==> src/rtl/line_seq_pkg.sv <==
// Shared types and constants for the line sequencer and its command queue.
package line_seq_pkg;

  localparam int unsigned COORD_W = 11;

  typedef enum logic [1:0] {
    StIdle,
    StLoad,
    StDraw,
    StClear
  } state_t;

  typedef struct packed {
    logic [COORD_W-1:0] x0;
    logic [COORD_W-1:0] y0;
    logic [COORD_W-1:0] x1;
    logic [COORD_W-1:0] y1;
    logic               color;
    logic               clr;
  } cmd_t;

  localparam int unsigned CMD_W = $bits(cmd_t);

endpackage

==> src/rtl/line_cmd_fifo.sv <==
// Synchronous FIFO of DEPTH packed commands with full/empty flags.
module line_cmd_fifo
  import line_seq_pkg::*;
#(
  parameter int unsigned DEPTH = 4
) (
  input  logic             clk,
  input  logic             reset,
  input  logic             push,
  input  logic [CMD_W-1:0] wdata,
  input  logic             pop,
  output logic [CMD_W-1:0] rdata,
  output logic             full,
  output logic             empty
);

  localparam int unsigned AW = $clog2(DEPTH);

  logic [CMD_W-1:0] mem [DEPTH];
  logic [AW-1:0]    wptr_q;
  logic [AW-1:0]    rptr_q;
  logic [AW:0]      count_q;
  logic             do_push;
  logic             do_pop;

  assign full    = (count_q == (AW + 1)'(DEPTH));
  assign empty   = (count_q == '0);
  assign do_push = push & ~full;
  assign do_pop  = pop & ~empty;
  assign rdata   = mem[rptr_q];

  // Pointer and occupancy tracking; simultaneous push/pop leaves count unchanged.
  always_ff @(posedge clk) begin
    if (reset) begin
      wptr_q  <= '0;
      rptr_q  <= '0;
      count_q <= '0;
    end else begin
      if (do_push) wptr_q <= wptr_q + AW'(1);
      if (do_pop)  rptr_q <= rptr_q + AW'(1);
      case ({do_push, do_pop})
        2'b10:   count_q <= count_q + (AW + 1)'(1);
        2'b01:   count_q <= count_q - (AW + 1)'(1);
        default: count_q <= count_q;
      endcase
    end
  end

  // Storage array, no reset needed since reads are qualified by empty.
  always_ff @(posedge clk) begin
    if (do_push) mem[wptr_q] <= wdata;
  end

endmodule

==> src/rtl/line_sequencer.sv <==
// Line sequencer: queues line/clear commands and drives an external line
// engine and a frame-buffer write port. Define LINE_SEQ_CLEAR_EN to enable
// the clear-screen raster sweep; otherwise clear commands are discarded.
module line_sequencer
  import line_seq_pkg::*;
#(
  parameter int unsigned DEPTH = 4,
  parameter int unsigned X_MAX = 640,
  parameter int unsigned Y_MAX = 480
) (
  input  logic               clk,
  input  logic               reset,
  input  logic [COORD_W-1:0] cmd_x0,
  input  logic [COORD_W-1:0] cmd_y0,
  input  logic [COORD_W-1:0] cmd_x1,
  input  logic [COORD_W-1:0] cmd_y1,
  input  logic               cmd_color,
  input  logic               cmd_clr,
  input  logic               cmd_valid,
  output logic               cmd_ready,
  output logic [COORD_W-1:0] eng_x0,
  output logic [COORD_W-1:0] eng_y0,
  output logic [COORD_W-1:0] eng_x1,
  output logic [COORD_W-1:0] eng_y1,
  output logic               eng_reset,
  input  logic [COORD_W-1:0] eng_x,
  input  logic [COORD_W-1:0] eng_y,
  input  logic               eng_done,
  output logic               pix_we,
  output logic [COORD_W-1:0] pix_x,
  output logic [COORD_W-1:0] pix_y,
  output logic               pix_color,
  output logic               busy
);

  state_t             state_q;
  state_t             state_d;
  cmd_t               wr_cmd;
  cmd_t               head;
  logic [CMD_W-1:0]   head_raw;
  logic               full;
  logic               empty;
  logic               push;
  logic               pop;

  logic [COORD_W-1:0] cur_x0_q;
  logic [COORD_W-1:0] cur_y0_q;
  logic [COORD_W-1:0] cur_x1_q;
  logic [COORD_W-1:0] cur_y1_q;
  logic               cur_color_q;

`ifdef LINE_SEQ_CLEAR_EN
  localparam logic [COORD_W-1:0] XLast = COORD_W'(X_MAX - 1);
  localparam logic [COORD_W-1:0] YLast = COORD_W'(Y_MAX - 1);

  logic [COORD_W-1:0] ras_x_q;
  logic [COORD_W-1:0] ras_y_q;
  logic               ras_last;

  assign ras_last = (ras_x_q == XLast) && (ras_y_q == YLast);
`endif

  assign wr_cmd = '{x0: cmd_x0, y0: cmd_y0, x1: cmd_x1, y1: cmd_y1,
                    color: cmd_color, clr: cmd_clr};
  assign head      = cmd_t'(head_raw);
  assign cmd_ready = ~full & ~reset;
  assign push      = cmd_valid & cmd_ready;
  assign pop       = (state_q == StIdle) & ~empty;

  line_cmd_fifo #(
    .DEPTH(DEPTH)
  ) u_fifo (
    .clk  (clk),
    .reset(reset),
    .push (push),
    .wdata(wr_cmd),
    .pop  (pop),
    .rdata(head_raw),
    .full (full),
    .empty(empty)
  );

  // State register.
  always_ff @(posedge clk) begin
    if (reset) state_q <= StIdle;
    else       state_q <= state_d;
  end

  // Next-state logic.
  always_comb begin
    state_d = state_q;
    unique case (state_q)
      StIdle: begin
        if (!empty) begin
`ifdef LINE_SEQ_CLEAR_EN
          state_d = head.clr ? StClear : StLoad;
`else
          // Clear commands are dropped, costing one idle cycle.
          state_d = head.clr ? StIdle : StLoad;
`endif
        end
      end
      StLoad:  state_d = StDraw;
      StDraw:  if (eng_done) state_d = StIdle;
      StClear: begin
`ifdef LINE_SEQ_CLEAR_EN
        if (ras_last) state_d = StIdle;
`else
        state_d = StIdle;
`endif
      end
      default: state_d = StIdle;
    endcase
  end

  // Current-command register, updated on every pop.
  always_ff @(posedge clk) begin
    if (reset) begin
      cur_x0_q    <= '0;
      cur_y0_q    <= '0;
      cur_x1_q    <= '0;
      cur_y1_q    <= '0;
      cur_color_q <= 1'b0;
    end else if (pop) begin
      cur_x0_q    <= head.x0;
      cur_y0_q    <= head.y0;
      cur_x1_q    <= head.x1;
      cur_y1_q    <= head.y1;
      cur_color_q <= head.color;
    end
  end

`ifdef LINE_SEQ_CLEAR_EN
  // Raster counters: x inner, y outer; they return to 0 after the last pixel.
  always_ff @(posedge clk) begin
    if (reset) begin
      ras_x_q <= '0;
      ras_y_q <= '0;
    end else if (state_q == StClear) begin
      if (ras_x_q == XLast) begin
        ras_x_q <= '0;
        ras_y_q <= (ras_y_q == YLast) ? '0 : ras_y_q + COORD_W'(1);
      end else begin
        ras_x_q <= ras_x_q + COORD_W'(1);
      end
    end
  end
`endif

  // Output decode.
  always_comb begin
    pix_we = 1'b0;
    pix_x  = '0;
    pix_y  = '0;
    unique case (state_q)
      StDraw: begin
        pix_we = ~eng_done;
        pix_x  = eng_x;
        pix_y  = eng_y;
      end
      StClear: begin
`ifdef LINE_SEQ_CLEAR_EN
        pix_we = 1'b1;
        pix_x  = ras_x_q;
        pix_y  = ras_y_q;
`endif
      end
      default: ;
    endcase
  end

  assign eng_reset = reset | (state_q == StLoad);
  assign eng_x0    = cur_x0_q;
  assign eng_y0    = cur_y0_q;
  assign eng_x1    = cur_x1_q;
  assign eng_y1    = cur_y1_q;
  assign pix_color = cur_color_q;
  assign busy      = ~reset & ((state_q != StIdle) | ~empty);

endmodule

==> config.mk <==
export PLATFORM = sky130hd
export DESIGN_NAME = line_sequencer
export DESIGN_NICKNAME = d
export VERILOG_FILES = /design/src/rtl/line_seq_pkg.sv /design/src/rtl/line_cmd_fifo.sv /design/src/rtl/line_sequencer.sv
export SDC_FILE = /design/constraint.sdc
export NUM_CORES = 1
export LEC_CHECK = 0
export ABC_AREA = 1
export CORE_MARGIN = 5
export CORE_UTILIZATION = 52
export DETAILED_ROUTE_END_ITERATION = 8
export PLACE_DENSITY = 0.76
export SLEW_MARGIN = 25
export SYNTH_ARGS = -nofsm -noshare
export SYNTH_HDL_FRONTEND = slang
export SYNTH_SLANG_ARGS = --single-unit
==> constraint.sdc <==
create_clock -name clk -period 8.9 [get_ports clk]
set_input_delay 1.335 -clock clk [delete_from_list [all_inputs] [get_ports clk]]
set_output_delay 1.335 -clock clk [all_outputs]
set_load 0.05 [all_outputs]
==> qor.yml <==
cp.required_ps: 7570
min_period_over_period_pct: 55.5
port_buffers: 142
fp.coreArea_mm2: 0.0195
pwr-share-clk_pct: 26.3
cp.arrival_ps: 3610
ys_seq_area_share_pct: 64.6
pwr-share-seq_pct: 37.1
utilization_pct: 65.5
instances_no_fill: 1545
area_delta_synth_final_pct: 23.9
syn_inst: 1134
syn-cell-area_mm2: 0.0103
synth_fp_nets: 1212
via_per_inst: 4.69
routed_wl_mm: 20.9
antenna_found_initial: 0
post-dp-hpwl_mm: 12.2
clk_pin_slew_ps: 60
synthSimpleGateAreaFrac_pct: 22.0
internal-power_mw: 2.44
yosysWarnings: 0
tightest_slew_ps: 986
drc: 0
syn_area_per_cell_um2: 9.07
cts_made_buffers: 24
yosys.cell_types.count: 21
clk_latency_ps: 510
p_per_area_mw_per_mm2: 309
setup_viol: 0
hp-class: "flip-flop to flip-flop"
clock.fmax_ghz: 0.202
dp.cells: 1500
synth_top_family_by_area: "simple AND/OR/NAND/NOR gates"
cts_tree: "yes"
antenna_cells: 0
maxCapViolations: 0
nets: 1340
rsz0062_at_grt: "no"
p_sw_mw: 1.50
start_util_pct: 52.9
cp-start-kind: "primary input"
drtIter0Drc: 489
place_congestion: 0.724
tns_ps: 0
overflow: 0
synth_seq_cells: 240
ant_nets: 0
htree_levels: 1
criticalPathCategory: "primary input to output pin"
synth-compound-area-share_pct: 0.389
post_cts_buffers: 0
routedWlPerCell_um: 13.5
die_y_um: 151
power_frac_comb_pct: 36.7
outcome: "finished clean"
drt-pass1-iter-count: 5
die_area_mm2: 0.0227
grt_pass1_vias: 7063
p_leak_nw: 5.79
finClkSkew_ps: 23.9
synthAdderAreaFrac_pct: 0.803
power_mw: 3.94
row_count: 51
cts.sinks: 240
grt_first_pass_wirelength_mm: 34.3
synth_mux_area_share_pct: 0
grt_usage_pct: 18.9
cts.path.max_buffers: 3
root_buffer: "clkbuf_16"
cp_max_fo: 55
post-route-min-period_ps: 4940
maxSlewViolCount: 0
p_sw_share_pct: 38.1
via_count: 7241
drive_gt1_share_pct: 4.61
worstSetupEndpointType: "output pin"
hold_viol: 0
grt_max_degree: 95
fp.dieW_um: 151
synth_xor_area_share_pct: 0
cts_resized: 0
ios: 143
relSlewSlack_pct: 34.1
ir_drop_mv: 0.203
hold_buffers: 0
per-layer routing:
| metal | share of wire [%] | up-vias | GRT usage [%] |
|---|---|---|---|
| li1 | - | 3674 | - |
| met1 | 42 | 3312 | 24.2 |
| met2 | 50 | 219 | 33.3 |
| met3 | 6.3 | 36 | 2.68 |
| met4 | 2.2 | 0 | 5.67 |
| met5 | 0 | - | 0 |
path summary, 6_finish.rpt:
kind	from	to	slack (ps)	cells past startpoint
max	reset	busy	3960	5
min	state_q[0]	state_q[1]	510	2
max reg2reg	u_fifo.count_q[0]	u_fifo.mem[0][20]	6420	5
min reg2reg	state_q[0]	state_q[1]	510	2
critical path, stage by stage:
cell	delay (ps)
clkdlybuf4s50_1	490
inv_2	750
nand2_1	120
inv_1	90
clkdlybuf4s50_1	800
logic make-up (layout without fill, tap and decap cells):
family	count (synthesis)	in the layout
AND/OR/NAND/NOR	564	564
flip-flops	240	240
AO/OA/AOI/OAI	8	8
buffers and inverters	316	462
adder cells (fa/ha/maj)	6	6
cell usage in the layout, fill, tap and decap left out, types with 2 or more instances in the layout:
| master | synthesis | final |
|---|---|---|
| nand3_1 | 98 | 98 |
| ha_1 | 5 | 5 |
| clkdlybuf4s50_1 | 0 | 142 |
| nor2_4 | 1 | 5 |
| clkbuf_8 | 0 | 4 |
| buf_4 | 4 | 5 |
| edfxtp_1 | 184 | 184 |
| clkbuf_16 | 0 | 25 |
| dfxtp_4 | 0 | 2 |
| nor2_1 | 127 | 123 |
| inv_1 | 265 | 265 |
| bufinv_16 | 0 | 3 |
| clkinv_2 | 0 | 5 |
| nand2_1 | 334 | 334 |
| clkbuf_1 | 11 | 4 |
| clkinvlp_4 | 0 | 2 |
| inv_2 | 5 | 4 |
| dfxtp_1 | 56 | 54 |
| a21oi_1 | 5 | 5 |
| o21ai_0 | 3 | 3 |
cell usage after synthesis (all sizes together):
master  number  area (µm²)
inv        270        1010
nand2      335        1260
nor3         1        10.0
a21oi        5        25.0
nand3       98         490
nor2       128         488
dfxtp       56        1120
or2          1        6.26
ha           5        62.6
fa           1        20.0
buf         35         201
clkbuf      11        41.3
o21ai        3        15.0
nand4        1        6.26
edfxtp     184        5530
through the flow:
| step | setup WS (ps) | instance area [µm²] | hold slack (ps) |
|---|---|---|---|
| after floorplan | 4850 | 10300 | 460 |
| after global placement | 3990 | 11900 | 486 |
| after detailed placement | 3950 | 11900 | 503 |
| after CTS | 3920 | 12700 | 512 |
| after global routing | 3780 | 12700 | 544 |
| final | 3960 | 12700 | 508 |
state kept, by name, summed over array words and instances (netlist names), named ones only:
signal          flops
eng_y1             11
u_fifo.count_q      3
pix_color           1
u_fifo.rptr_q       2
eng_x0             11
u_fifo.wptr_q       2
state_q             2
eng_x1             11
u_fifo.mem        184
eng_y0             11
cell type report:
class                      count  area (µm²)
timing repair buffer         148        1490
fill                        1475        6720
inverter                     270        1010
sequential                   240        6650
tap                          265         332
clock buffer                  33         696
clock inverter                11         138
multi-input combinational    578        2430
power groups by stage:
| stage | Sequential [mW] | Combinational [mW] | Clock, mW |
|---|---|---|---|
| final | 1.46 | 1.45 | 1.04 |
| after global routing | 1.48 | 1.61 | 1.10 |
| after CTS | 1.49 | 1.42 | 1.05 |
| after detailed placement | 1.52 | 1.41 | 0 |
| after floorplan | 1.69 | 0.857 | 0 |
| after global placement | 1.51 | 1.38 | 0 |
Note: power is estimated with default switching activity, not from simulation.
